===== src/rtl/ldpc_pkg.sv =====
// ---------------------------------------------------------------------------
// ldpc_pkg
// Shared constants and types for the GF(257) 4x24 LDPC decoder CPU-side
// logic.
//   NUM_COL    : number of column memories (banks) read in parallel
//   DATA_WIDTH : symbol width; GF(257) symbols need 9 bits
//   COL_W      : width of a column index
//   rd_state_t : state encoding of the cpu_rd_gen readback FSM
// ---------------------------------------------------------------------------
package ldpc_pkg;

    localparam int NUM_COL    = 24;
    localparam int DATA_WIDTH = 9;
    localparam int COL_W      = $clog2(NUM_COL);

    typedef enum logic [2:0] {
        ST_IDLE,
        ST_RD,
        ST_CAP,
        ST_SEND,
        ST_DONE
    } rd_state_t;

endpackage


===== src/rtl/rd_row_serializer.sv =====
// ---------------------------------------------------------------------------
// rd_row_serializer
// Holds one captured row (one symbol per column bank). It presents the row
// to the CPU one column at a time over a valid/ready stream, column 0 first.
//   clk, rst_n  : clock and asynchronous active-low reset
//   i_capture   : load i_row_data into the row buffer and restart at col 0
//   i_send      : the row is being streamed (drives o_valid)
//   i_ready     : CPU accepts the current beat
//   i_row_data  : bank i symbol at [i*DATA_WIDTH +: DATA_WIDTH]
//   o_valid     : beat valid
//   o_data      : symbol of the current column
//   o_col       : current column index
//   o_row_end   : handshake on the final column of the row
// ---------------------------------------------------------------------------
module rd_row_serializer
    import ldpc_pkg::*;
#(
    parameter int NUM_COL    = ldpc_pkg::NUM_COL,
    parameter int DATA_WIDTH = ldpc_pkg::DATA_WIDTH,
    parameter int COL_W      = $clog2(NUM_COL)
) (
    input  logic                          clk,
    input  logic                          rst_n,
    input  logic                          i_capture,
    input  logic                          i_send,
    input  logic                          i_ready,
    input  logic [NUM_COL*DATA_WIDTH-1:0] i_row_data,
    output logic                          o_valid,
    output logic [DATA_WIDTH-1:0]         o_data,
    output logic [COL_W-1:0]              o_col,
    output logic                          o_row_end
);

    localparam logic [COL_W-1:0] LAST_COL = COL_W'(NUM_COL - 1);

    logic [DATA_WIDTH-1:0] r_row_buf [NUM_COL];
    logic [COL_W-1:0]      r_col;
    logic                  w_handshake;

    assign w_handshake = i_send & i_ready;
    assign o_valid     = i_send;
    assign o_data      = r_row_buf[r_col];
    assign o_col       = r_col;
    assign o_row_end   = w_handshake && (r_col == LAST_COL);

    // The column counter parks on the last column after the final handshake;
    // the next capture rewinds it, so it never exceeds NUM_COL-1.
    always_ff @(posedge clk or negedge rst_n) begin
        if (!rst_n) begin
            for (int i = 0; i < NUM_COL; i++) begin
                r_row_buf[i] <= '0;
            end
            r_col <= '0;
        end else if (i_capture) begin
            for (int i = 0; i < NUM_COL; i++) begin
                r_row_buf[i] <= i_row_data[i*DATA_WIDTH +: DATA_WIDTH];
            end
            r_col <= '0;
        end else if (w_handshake && (r_col != LAST_COL)) begin
            r_col <= r_col + COL_W'(1);
        end
    end

endmodule


===== src/rtl/cpu_rd_gen.sv =====
// ---------------------------------------------------------------------------
// cpu_rd_gen
// CPU readback engine for the LDPC column memories. On start it walks the
// addresses 0..DEPTH-1. At each address it reads all column banks in
// parallel, captures the row, and streams it to the CPU column by column.
//   clk, rst_n   : clock and asynchronous active-low reset
//   start        : begin a frame (honoured only when idle)
//   busy / done  : frame in progress / one-cycle end-of-frame pulse
//   mem_rd_en    : registered read enable shared by all banks
//   mem_rd_addr  : registered read address shared by all banks
//   mem_rd_data  : concatenated bank read data, one cycle after mem_rd_en
//   cpu_valid / cpu_ready : stream handshake
//   cpu_data / cpu_col / cpu_addr : symbol and its position
//   cpu_last     : final beat of the frame
// ---------------------------------------------------------------------------
module cpu_rd_gen
    import ldpc_pkg::*;
#(
    parameter int ADDR_WIDTH = 8,
    parameter int DATA_WIDTH = ldpc_pkg::DATA_WIDTH,
    parameter int NUM_COL    = ldpc_pkg::NUM_COL,
    parameter int DEPTH      = 256
) (
    input  logic                          clk,
    input  logic                          rst_n,
    input  logic                          start,
    output logic                          busy,
    output logic                          done,
    output logic                          mem_rd_en,
    output logic [ADDR_WIDTH-1:0]         mem_rd_addr,
    input  logic [NUM_COL*DATA_WIDTH-1:0] mem_rd_data,
    output logic                          cpu_valid,
    input  logic                          cpu_ready,
    output logic [DATA_WIDTH-1:0]         cpu_data,
    output logic [$clog2(NUM_COL)-1:0]    cpu_col,
    output logic [ADDR_WIDTH-1:0]         cpu_addr,
    output logic                          cpu_last
);

    localparam int                    COL_W     = $clog2(NUM_COL);
    localparam logic [ADDR_WIDTH-1:0] LAST_ADDR = ADDR_WIDTH'(DEPTH - 1);
    localparam logic [COL_W-1:0]      LAST_COL  = COL_W'(NUM_COL - 1);

    rd_state_t             r_state;
    rd_state_t             w_next_state;
    logic [ADDR_WIDTH-1:0] r_addr;
    logic [ADDR_WIDTH-1:0] w_next_addr;
    logic                  r_mem_rd_en;
    logic [ADDR_WIDTH-1:0] r_mem_rd_addr;
    logic [COL_W-1:0]      w_col;
    logic                  w_row_end;

    rd_row_serializer #(
        .NUM_COL    (NUM_COL),
        .DATA_WIDTH (DATA_WIDTH),
        .COL_W      (COL_W)
    ) u_serializer (
        .clk        (clk),
        .rst_n      (rst_n),
        .i_capture  (r_state == ST_CAP),
        .i_send     (r_state == ST_SEND),
        .i_ready    (cpu_ready),
        .i_row_data (mem_rd_data),
        .o_valid    (cpu_valid),
        .o_data     (cpu_data),
        .o_col      (w_col),
        .o_row_end  (w_row_end)
    );

    always_ff @(posedge clk or negedge rst_n) begin
        if (!rst_n) begin
            r_state <= ST_IDLE;
            r_addr  <= '0;
        end else begin
            r_state <= w_next_state;
            r_addr  <= w_next_addr;
        end
    end

    // Next state and address. The address only advances on the final beat
    // of a row that is not the last row, so it cannot wrap inside a frame.
    always_comb begin
        w_next_state = r_state;
        w_next_addr  = r_addr;
        unique case (r_state)
            ST_IDLE: begin
                if (start) begin
                    w_next_state = ST_RD;
                    w_next_addr  = '0;
                end
            end
            ST_RD:   w_next_state = ST_CAP;
            ST_CAP:  w_next_state = ST_SEND;
            ST_SEND: begin
                if (w_row_end) begin
                    if (r_addr == LAST_ADDR) begin
                        w_next_state = ST_DONE;
                    end else begin
                        w_next_state = ST_RD;
                        w_next_addr  = r_addr + ADDR_WIDTH'(1);
                    end
                end
            end
            ST_DONE: w_next_state = ST_IDLE;
            default: w_next_state = ST_IDLE;
        endcase
    end

    // The read strobe is registered from the next state, so it is high
    // exactly during RD. The address register keeps the last issued value.
    always_ff @(posedge clk or negedge rst_n) begin
        if (!rst_n) begin
            r_mem_rd_en   <= 1'b0;
            r_mem_rd_addr <= '0;
        end else begin
            r_mem_rd_en <= (w_next_state == ST_RD);
            if (w_next_state == ST_RD) begin
                r_mem_rd_addr <= w_next_addr;
            end
        end
    end

    assign mem_rd_en   = r_mem_rd_en;
    assign mem_rd_addr = r_mem_rd_addr;
    assign busy        = (r_state != ST_IDLE);
    assign done        = (r_state == ST_DONE);
    assign cpu_col     = w_col;
    assign cpu_addr    = r_addr;
    assign cpu_last    = (r_state == ST_SEND) && (w_col == LAST_COL) && (r_addr == LAST_ADDR);

endmodule

===== config.mk =====
export PLATFORM = sky130hd
export DESIGN_NAME = cpu_rd_gen
export DESIGN_NICKNAME = d
export VERILOG_FILES = /design/src/rtl/ldpc_pkg.sv /design/src/rtl/rd_row_serializer.sv /design/src/rtl/cpu_rd_gen.sv
export SDC_FILE = /design/constraint.sdc
export NUM_CORES = 1
export LEC_CHECK = 0
export CORE_AREA = 2 2 134 136
export CTS_BUF_LIST = sky130_fd_sc_hd__clkbuf_8
export DETAILED_ROUTE_END_ITERATION = 8
export DIE_AREA = 0 0 136 138
export DONT_BUFFER_PORTS = 1
export PLACE_DENSITY = 0.81
export SLEW_MARGIN = 20
export SYNTH_ARGS = -nofsm -noshare
export SYNTH_HDL_FRONTEND = slang
export SYNTH_SLANG_ARGS = --single-unit

===== constraint.sdc =====
create_clock -name clk -period 2.35 [get_ports clk]
set_input_delay 0.47 -clock clk [delete_from_list [all_inputs] [get_ports clk]]
set_output_delay 0.47 -clock clk [all_outputs]
set_load 0.005 [all_outputs]

After elaboration in Yosys (flattened, before gate mapping)
Cells that the tools add are included.
{ "word_totals": {"register_bits": 241, "output_inout_bits": 35, "wordCells": 62, "in_bits": 220} }
{ "classes": {"bitwise_logic": 2, "n_reduce_logical": 7, "add_sub_neg": 2, "eq_ne": 8, "order_cmp": 1, "muxes": 13} }
{ "ops": {"columns": ["op", "count"], "rows": [
  ["9-bit binary-select mux with 5-bit select", 1],
  ["8-bit 2-to-1 mux", 3],
  ["9-bit 2-to-1 mux", 2],
  ["8-bit one-hot mux with 2 select lines", 1],
  ["3-bit one-hot mux with 4 select lines", 1],
  ["5-bit 2-to-1 mux", 2],
  ["3-bit 2-to-1 mux", 3],
  ["8-bit by 1-bit adder with 8-bit output, second input constant", 1],
  ["8-bit equality test, second input constant", 1],
  ["3-bit by 1-bit equality test with 1-bit output, second input constant", 2],
  ["3-bit by 2-bit equality test with 1-bit output, second input constant", 2],
  ["6-bit greater-or-equal comparator, second input constant", 1],
  ["5-bit NOT with 6-bit output", 1],
  ["5-bit by 1-bit adder with 5-bit output, second input constant", 1],
  ["5-bit equality test, second input constant", 1],
  ["5-bit != test, second input constant", 1],
  ["1-bit logical AND", 4],
  ["3-bit equality test, second input constant", 1],
  ["3-bit zero test", 1],
  ["3-bit nonzero test", 1],
  ["2-bit nonzero test", 1],
  ["1-bit AND", 1]
]} }

Longest topological paths before layout
Gate-level depths: netlist of the first run.
{ "logic_depth": {"word_depth": 6, "depth_mapped": 7, "mapped_depth_nobuf": 5} }

By module
A second synthesis of the first run with hierarchy kept.
{ "hier_totals": {"cells_unflattened": 792, "area_unflattened_um2": 11138.2} }
{ "by_module_without_submodules": {"columns": ["mod", "seq_area_each_um2", "area_per_inst_um2", "cells_per_inst", "instances"], "rows": [
  ["rd_row_serializer", 5530.3, 10094.7, 686, 1],
  ["cpu_rd_gen", 500.5, 1043.5, 106, 1]
]} }

Least setup slack after synthesis of the first run
Ideal clock, no wire load.
{ "synth_path": {"path_kind": "register to output", "startpoint": "register u_serializer.r_col[0] (netlist: u_serializer.o_col[0])", "endpoint": "output port cpu_data[8]", "path_stages_with_launch": 6, "slack_ps": 210, "arrival_time_ps": 1670, "n_path_buf": 2, "cell_sequence": "dfrtp_1 > buf_2 > buf_2 > mux4_2 > a22oi_1 > o211ai_1"} }
{ "synth_via": {"elab_chain_len": 4} }
{ "synth_rtl": {"columns": ["item", "line_no", "source"], "rows": [
  ["from (decl)", "rd_row_serializer.sv:37", "logic [COL_W-1:0] r_col;"],
  ["from (signal assigned)", "rd_row_serializer.sv:60", "r_col <= r_col + COL_W'(1);"],
  ["5-bit NOT with 6-bit output (not written as such)", "rd_row_serializer.sv:42", "assign o_data = r_row_buf[r_col];"],
  ["9-bit binary-select mux with 5-bit select", "rd_row_serializer.sv:42", null],
  ["9-bit 2-to-1 mux (not written as such) (2 in a row)", "rd_row_serializer.sv:42", null],
  ["to (decl)", "cpu_rd_gen.sv:34", "output logic [DATA_WIDTH-1:0] cpu_data,"]
]} }
No other way between the ends. The select of a mux whose other input is x is not followed.

Worst setup path after layout of the first run
{ "layout_path": {"startpoint": "register u_serializer.r_col[0] (netlist: u_serializer.o_col[0])", "endpoint": "output port cpu_data[4]"} }
The elaborated chain is that of the path after synthesis.

==> reports/results.tsv, run 1 <==
metric	value	unit
async_flop_share	100.0	%
vias	6549	
synth-seq-cells	241	
nNetsFinal	989	
place_inst	938	
setup_violations	9	
sequentialPowerShare	41.3	%
hold_path.class	in2async	
hold_ws	-0.3751	ns
setup.worst_path.start_class	flop	
powerDensity	1352	mW/mm^2
setup_tns	-2.427	ns
finalClockSkew	0.01492	ns
drt_first_pass_iters	4	
internal_power	11460	uW
yosysSeqAreaShare	54.70	%
final_cell_area	0.01259	sq mm
dp_hpwl	19.34	mm
pre_cts_ws	0.08468	ns
port_buffers	0	
cap_viol_max_count	0	
crit_start	u_serializer.o_col[0]	
cts_tree	yes	
rsz0062_at_grt	true	
layout.cells.non_filler	1041	
setup_slack	-0.3270	ns
drc	0	
core_area	0.01753	sq mm
cp.arrival	2.21	ns
grt.total_usage	29.37	%
tightest_slew	0.5168	ns
fillCellCount	1187	
syn-num-nets	958	
hold_viol_final	241	
syn_avg_cell_area	14.98	sq um
via_per_inst	6.291	
worstReg2RegStart	u_serializer.o_col[0]	
crit_type	reg2out	
placed_area	0.01138	sq mm
area_growth	14.20	%
irDropWorstVdd	0.7714	mV
path_max_fanout	6	
power.leakage	0.005665	uW
numCtsBuffers	40	
die_w	136	um
fmax	0.3735	GHz
drt_iter0_drc	286	
cts-root-buf	clkbuf_8	
synthDistinctLibCells	52	
synth_ff_type	dfrtp_1	
ant_nets	0	
cp.required	1.88	ns
yosys_warnings	0	
totalWireLength	26.91	mm
power.share.clock	22.2	%
run_status	finished with violations	
clk_pin_slew	0.06	ns
grt_max_degree	242	
syn_area	0.01102	sq mm
rows	49	
synth_cells	736	
relSlewSlack	65.36	%
p_sw_share	32.64	%
critPathCaptureType	output pin	
grt-ovfl-total	0	
combPwrFrac	36.5	%
h-tree-depth	2	
synth_edf_count	0	
period_needed	2.677	ns
p_sw	5555	uW
clock-sinks	241	
gp_congestion	0.8403	
grt_pass1_vias	7407	
cts_buffer_depth	3	
violations	negative hold slack, negative setup slack	
grt_first_pass_wirelength	41.85	mm
clk_latency	0.54	ns
die_area	0.01877	sq mm
grt_antenna_before_repair	14	
final.period_utilization	113.9	%
io_pins	255	
die_h	138	um
slew_viol_final	0	
layout-drive-gt1-share	25.56	%
start_util	62.87	%
detail_route.wl_per_cell	25.85	um
## flip-flops by register name, summed over array words and instances (netlist names)
signal,flops
u_serializer.r_row_buf,216
r_state,3
mem_rd_en,1
u_serializer.o_col,5
cpu_addr,8
mem_rd_addr,8
## cell usage in the layout (no fill, tap or decap), types with 3 or more instances in the layout
cell	n
nor3_1	4
and4b_1	3
and2_1	4
mux2_1	187
mux2_2	31
o211ai_1	9
nor2_1	11
dfrtp_2	3
nand3_1	12
clkbuf_8	49
diode_2	14
nand4_1	3
inv_1	15
xor2_1	3
nand2b_1	3
buf_16	3
mux4_2	38
buf_12	12
nor2b_1	5
clkinv_2	6
a22oi_2	13
buf_4	19
dfrtp_1	237
mux2i_1	44
nand2_1	12
buf_6	6
a21oi_1	4
a22oi_1	14
## cells by family after synthesis
family,share of synthesized area [%]
muxes,34.12
DFF,54.70
and+or+nand+nor,4.290
AOI/OAI and AO/OA,4.075
buffers and inverters,2.349
xor gates and xnor gates,0.2384
adders and majority gates,0.2270
## power by group through the flow
| stage | clock network [uW] | registers [uW] | logic [uW] |
|---|---|---|---|
| 4_1_cts | 3830 | 6980 | 6200 |
| 5_1_grt | 4050 | 7220 | 6650 |
| 3_5_place_dp | 0 | 7100 | 5550 |
| 3_3_place_gp | 0 | 6910 | 5330 |
| 2_1_floorplan | 0 | 6540 | 4150 |
| 6_report | 3780 | 7020 | 6220 |
## synth_stat cells, types with 2 or more instances
master    instances  share of area (%)
mux4_2           38                7.8
and3_1            2               0.11
xor2_1            3               0.24
nor2b_1           6               0.34
buf_1             2              0.068
nor3_1            6               0.27
nor2_2            2               0.11
nand3_1          13               0.59
nand2b_1          3               0.17
a22oi_1          27                1.8
and4_1            2               0.16
mux2_2           31                3.2
nand2_1          12               0.41
a21oi_1           6               0.27
nor2_1           11               0.37
o21ai_0           2              0.091
clkbuf_1          5               0.17
dfrtp_1         241                 55
nand4_1           3               0.17
and2_1            5               0.28
and4b_1           3               0.27
o211ai_1          9               0.61
nand4b_4          2               0.43
mux2i_1          45                4.1
buf_2            42                1.9
mux2_1          187                 19
ha_1              2               0.23
o31ai_1           2               0.14
## metal layers
metal	part of all wire [%]	track usage [%]	up-vias
met5	0	0	-
met4	3.5	10.75	0
met3	8.8	10.63	62
li1	-	-	2837
met2	50	48.00	274
met1	38	36.00	3376
## cell type report
cell class / instances / area, sq um / share of cell area, %
sequential: 241 / 6038 / 47.96
multi-input combinational: 443 / 4861 / 38.61
tap: 229 / 286.5 / 2.276
antenna: 14 / 35.03 / 0.2783
timing repair buffer: 40 / 533.0 / 4.234
inverter: 1 / 3.754 / 0.02982
clock buffer: 49 / 674.4 / 5.357
clock inverter: 24 / 157.7 / 1.252
## what timing repair did
| action | 4_1_cts | 5_1_grt |
|---|---|---|
| pin swaps | 16 | 11 |
| setup endpoints to repair | 10 | 10 |
| gates resized for setup | 29 | 12 |
| setup buffers | 12 | 2 |
| cloned | 3 | 0 |
| hold endpoints to repair | 241 | 241 |
## worst paths after layout
path | cells after the start | end | slack (ns)
hold / removal | 0 | mem_rd_addr[0] | -0.38
setup / recovery | 5 | cpu_data[4] | -0.33
hold reg to reg | 1 | u_serializer.r_row_buf[212] | 0.48
setup reg to reg | 8 | mem_rd_addr[4] | 0.17
max in group asynchronous | 0 | u_serializer.o_col[0] | 2.29
min in group clk | 1 | u_serializer.r_row_buf[203] | 0.06
## per-stage QoR
stage | power (uW) | util, %
3_3_place_gp | 12240 | 64.93
4_1_cts | 17020 | 71.36
5_1_grt | 17930 | 71.79
3_5_place_dp | 12650 | 64.93
2_1_floorplan | 10680 | -
6_report | 17020 | 71.80
## critical path: stages, from the launching register on
cell and delay, ns:
dfrtp_2 0.41, buf_6 0.15, buf_12 0.13, mux4_2 0.54, a22oi_2 0.25, o211ai_1 0.19
No activity file was read; power rests on OpenSTA's default activity.
==> inputs of run 2 (changes only) <==
--- a/config.mk
+++ b/config.mk
@@ -10,7 +10,8 @@
 export DETAILED_ROUTE_END_ITERATION = 8
 export DIE_AREA = 0 0 136 138
 export DONT_BUFFER_PORTS = 1
-export PLACE_DENSITY = 0.81
+export PLACE_DENSITY = 0.8
+export RECOVER_POWER = 100
 export SLEW_MARGIN = 20
 export SYNTH_ARGS = -nofsm -noshare
 export SYNTH_HDL_FRONTEND = slang
==> reports/results.tsv, run 2 (synthesized netlist as in run 1, its figures left out) <==
metric	value	unit	change
run_status	finished with violations		
violations	negative hold slack, negative setup slack		
grt_max_degree	242		unchanged
h-tree-depth	2		unchanged
cts_tree	yes		
pre_cts_ws	0.09998	ns	+0.01530 ns
critPathCaptureType	output pin		
sequentialPowerShare	42.5	%	+1.2 points
detail_route.wl_per_cell	24.91	um	-3.6%
irDropWorstVdd	0.7087	mV	-8.1%
setup_violations	17		+8
crit_path_max_incr_delay	0.53	ns	about the same
clock-sinks	241		unchanged
final.period_utilization	115.4	%	+1.5 points
power.share.clock	21.6	%	-0.6 points
critPathBufInv	2		unchanged
largest_reg_flops	216		unchanged
via_per_inst	6.310		+0.30%
fmax	0.3688	GHz	-1.3%
grt_first_pass_wirelength	39.74	mm	-5.0%
vias	6480		-1.1%
dp_hpwl	18.22	mm	-5.8%
io_pins	255		unchanged
hold_path.class	in2async		
rows	49		unchanged
place_inst	937		-0.11%
p_sw	5321	uW	-4.2%
crit_slowest_cell	mux4_2		
start_util	62.87	%	unchanged
path_cells	buf_12 -> buf_12 -> mux4_2 -> a22oi_2 -> o211ai_1		
hold_viol_final	241		unchanged
hold_ws	-0.3648	ns	+0.01031 ns
path_max_fanout	7		+1
grt.total_usage	27.65	%	-1.7 points
grt-ovfl-total	0		unchanged
cp.arrival	2.24	ns	+0.03 ns
die_h	138	um	unchanged
combPwrFrac	35.9	%	-0.6 points
use_met1	35.73	%	-0.26 points
drc	0		unchanged
ant_nets	0		unchanged
grt_pass1_vias	7069		-4.6%
globalRoute.busiestLayer	met2		
setup.worst_path.start_class	flop		
cp_common_cell	buf_12		
use_met3	8.691	%	-1.9 points
grt_antenna_before_repair	9		-5
layout_commonest_cell	dfrtp_1		
clk_pin_slew	0.06	ns	about the same
power.leakage	0.005560	uW	-1.9%
core_area	0.01753	sq mm	unchanged
tightest_slew	0.5618	ns	+0.04499 ns
cts_buffer_depth	3		unchanged
area_growth	12.12	%	
mostFrequentLayoutCells	dfrtp_1, mux2_1, clkbuf_8		
die_area	0.01877	sq mm	unchanged
layout.cells.non_filler	1027		-1.3%
powerDensity	1333	mW/mm^2	-1.3%
rr_worst_depth	10		+2
cts-root-buf	clkbuf_8		
path_depth	5		unchanged
setup_tns	-3.690	ns	-1.263 ns
slew_viol_final	0		unchanged
cap_viol_max_count	0		unchanged
layout-drive-gt1-share	23.67	%	-1.9 points
numCtsBuffers	40		unchanged
drt_iter0_drc	296		+3.5%
crit_type	reg2out		
nNetsFinal	985		-0.40%
finalClockSkew	0.01232	ns	-0.002606 ns
port_buffers	0		unchanged
die_w	136	um	unchanged
cp.required	1.88	ns	about the same
clk_latency	0.54	ns	about the same
internal_power	11160	uW	-2.6%
rsz0062_at_grt	true		
drt_first_pass_iters	4		unchanged
setup_slack	-0.3612	ns	-0.03417 ns
period_needed	2.711	ns	+0.03417 ns
relSlewSlack	62.55	%	-2.8 points
crit_family	multiplexers		
top_register	u_serializer.r_row_buf		
p_sw_share	32.28	%	-0.36 points
gp_congestion	0.7981		-5.0%
grt_use_met2	43.85	%	-4.2 points
totalWireLength	25.58	mm	-4.9%
[run 2: area by class of cell]
cell class,instances,area [sq um]
well taps,229,286.5
flip-flops and latches,241,6036
clock inverters,17,72.57
inverters,1,3.754
multi-input cells,443,4807
repair buffers,36,419.2
fillers,1166,5174
clock buffers,52,715.7
diodes,8,20.02
[run 2: power by group through the flow]
stage,registers (uW),clock network [uW],logic (uW)
2_1_floorplan,6540,0,4150
3_5_place_dp,7050,0,5390
4_1_cts,6970,3650,5850
5_1_grt,7210,3830,6370
3_3_place_gp,6890,0,5190
6_report,7000,3560,5930
[run 2: final timing paths]
check | from | to | slack, ns
setup / recovery | u_serializer.o_col[0] | cpu_data[5] | -0.36
min in group clk | mem_rd_data[7] | u_serializer.r_row_buf[214] | 0.06
max in group asynchronous | rst_n | u_serializer.r_row_buf[26] | 2.39
hold reg to reg | u_serializer.r_row_buf[118] | u_serializer.r_row_buf[118] | 0.48
hold / removal | rst_n | mem_rd_addr[1] | -0.36
setup reg to reg | u_serializer.o_col[0] | mem_rd_addr[3] | -0.18
[run 2: metal layers]
metal  wire (um)  vias up
li1            -     2821
met1       10060     3342
met2       12570      261
met3        2178       54
met4         759        2
met5          13        -
[run 2: stage by stage]
step | total power [uW] | hold WS (ns) | utilization, % | cell area (sq um)
2_1_floorplan | 10680 | 0.1744 | - | 11020
6_report | 16480 | -0.3648 | 70.49 | 12360
3_5_place_dp | 12440 | 0.1802 | 64.53 | 11310
4_1_cts | 16470 | -0.3958 | 70.26 | 12320
3_3_place_gp | 12090 | 0.1790 | 64.53 | 11310
5_1_grt | 17420 | -0.3977 | 70.49 | 12360
[run 2: repair_timing]
action | CTS | global route
setup buffers | 7 | 5
hold endpoints to repair | 241 | 241
endpoints found under the setup margin | 10 | 10
cloned | 1 | 0
pin swaps | 14 | 9
gates resized for setup | 32 | 17
==> inputs of run 3 (changes only) <==
==> constraint.sdc (replaced) <==
create_clock -name clk -period 2.9 [get_ports clk]
set_input_delay 0.58 -clock clk [delete_from_list [all_inputs] [get_ports clk]]
set_output_delay 0.58 -clock clk [all_outputs]
set_load 0.005 [all_outputs]
==> reports/results.tsv, run 3 (synthesized netlist as in run 1, its figures left out) <==
metric	value	unit	change
crit_family	compound AO/OA/AOI/OAI gates		
hold_viol_final	241		unchanged
gp_congestion	0.8280		+3.7%
grt_antenna_before_repair	8		-1
core_area	0.01753	sq mm	unchanged
layout-drive-gt1-share	20.08	%	-3.6 points
die_area	0.01877	sq mm	unchanged
drc	0		unchanged
grt.total_usage	27.81	%	+0.16 points
path_depth	4		-1
period_needed	2.830	ns	
drt_iter0_drc	379		+28%
mostFrequentLayoutCells	dfrtp_1, mux2_1, clkbuf_8		
totalWireLength	25.60	mm	about the same
tightest_slew	1.032	ns	+0.4701 ns
worstReg2RegStart	r_state[1]		
die_h	138	um	unchanged
drt_first_pass_iters	4		unchanged
start_util	62.87	%	unchanged
die_w	136	um	unchanged
setup.worst_path.start_class	flop		
finalClockSkew	0.01318	ns	+0.0008650 ns
grt-ovfl-total	0		unchanged
critPathCaptureType	output pin		
fmax	0.3534	GHz	
slew_viol_final	0		unchanged
io_pins	255		unchanged
grt_max_degree	242		unchanged
grt_first_pass_wirelength	39.68	mm	-0.17%
run_status	finished with violations		
rr_worst_depth	3		-7
rows	49		unchanged
power.leakage	0.005461	uW	-1.8%
clk_pin_slew	0.06	ns	about the same
h-tree-depth	2		unchanged
cts_tree	yes		
worstReg2RegEnd	u_serializer.r_row_buf[64]		
placed_area	0.01122	sq mm	-0.84%
crit_type	reg2out		
crit_path_max_incr_delay	0.52	ns	about the same
via_per_inst	6.345		+0.55%
dp_hpwl	18.34	mm	+0.69%
regToRegSetupSlack	0.20	ns	+0.38 ns
hold_ws	-0.2521	ns	+0.1127 ns
crit_slowest_cell	mux4_2		
cts_buffer_depth	3		unchanged
port_buffers	0		unchanged
critPathBufInv	1		-1
area_growth	9.216	%	
cp.arrival	2.25	ns	about the same
largest_reg_flops	216		unchanged
path_max_fanout	18		+11
vias	6389		-1.4%
setup_violations	0		-17
grt_pass1_vias	7015		-0.76%
crit_start	u_serializer.o_col[0]		
crit_end	cpu_data[0]		
p_total	12910	uW	-22%
clock-sinks	241		unchanged
cp.required	2.32	ns	+0.44 ns
cts-root-buf	clkbuf_8		
violations	negative hold slack		
final_cell_area	0.01204	sq mm	-2.6%
top_register	u_serializer.r_row_buf		
numCtsBuffers	40		unchanged
cap_viol_max_count	0		unchanged
nNetsFinal	964		-2.1%
rsz0062_at_grt	true		
final.period_utilization	97.57	%	
path_cells	buf_8 -> mux4_2 -> a22oi_1 -> o211ai_1		
ant_nets	0		unchanged
powerDensity	1072	mW/mm^2	-20%
fillCellCount	1221		+4.7%
detail_route.wl_per_cell	25.42	um	+2.1%
hold_path.class	in2async		
layout_commonest_cell	dfrtp_1		
irDropWorstVdd	0.5804	mV	-18%
clk_latency	0.52	ns	-0.02 ns
relSlewSlack	31.06	%	-31 points
## run 3: cell type report
type	count	area [sq um]	area share, %
Antenna cell	6	15.01	0.1247
Multi-Input combinational cell	443	4738	39.35
Timing Repair Buffer	15	170.2	1.413
Sequential cell	241	6036	50.13
Inverter	1	3.754	0.03118
Tap cell	229	286.5	2.380
Clock buffer	51	701.9	5.830
Clock inverter	21	88.84	0.7378
## run 3: worst min-delay path by stage
| stage | start | to | slack, ns | cells after the start |
|---|---|---|---|---|
| 2_1_floorplan | rst_n | cpu_addr[0] | 0.28 | 0 |
| 3_3_place_gp | rst_n | mem_rd_addr[0] | 0.29 | 0 |
| 3_5_place_dp | rst_n | cpu_addr[0] | 0.29 | 0 |
| 4_1_cts | rst_n | cpu_addr[3] | -0.28 | 0 |
| 5_1_grt | rst_n | mem_rd_addr[1] | -0.28 | 0 |
| 6_report | rst_n | mem_rd_addr[1] | -0.25 | 0 |
## run 3: what timing repair did
item | CTS | global route
setup endpoints to repair | 7 | 8
hold endpoints to repair | 241 | 241
gates resized for setup | 1 | 7
setup buffers | 3 | 0
## run 3: metrics by stage
| step | hold slack (ns) | setup TNS (ns) | std cells | worst slack, ns | util [%] |
|---|---|---|---|---|---|
| 5_1_grt | -0.2789 | -0.0009546 | 1007 | -0.0009546 | 68.67 |
| 3_3_place_gp | 0.2893 | 0 | 926 | 0.4590 | 63.99 |
| 2_1_floorplan | 0.2844 | 0 | 736 | 0.6505 | - |
| 6_report | -0.2521 | 0 | 1007 | 0.07043 | 68.67 |
| 3_5_place_dp | 0.2893 | 0 | 926 | 0.4406 | 63.99 |
| 4_1_cts | -0.2769 | -0.09619 | 1001 | -0.05149 | 68.65 |
## run 3: metal layers
layer,up-vias,track usage [%],part of all wire [%]
met4,4,8.772,2.7
met3,48,8.984,9.1
met5,-,0,0.094
met2,260,44.83,50
met1,3291,36.07,39
li1,2786,-,-
## run 3: worst register-to-register path, cell delays in order (launching register included)
cell and delay (ns):
dfrtp_1 0.50, nor3b_1 0.87, buf_6 0.71, mux2_1 0.49
## run 3: where the power goes
part	switching, uW	total (uW)	internal (uW)
sequential	897	5700	4800
combinational	2010	4330	2310
clock	1300	2880	1580
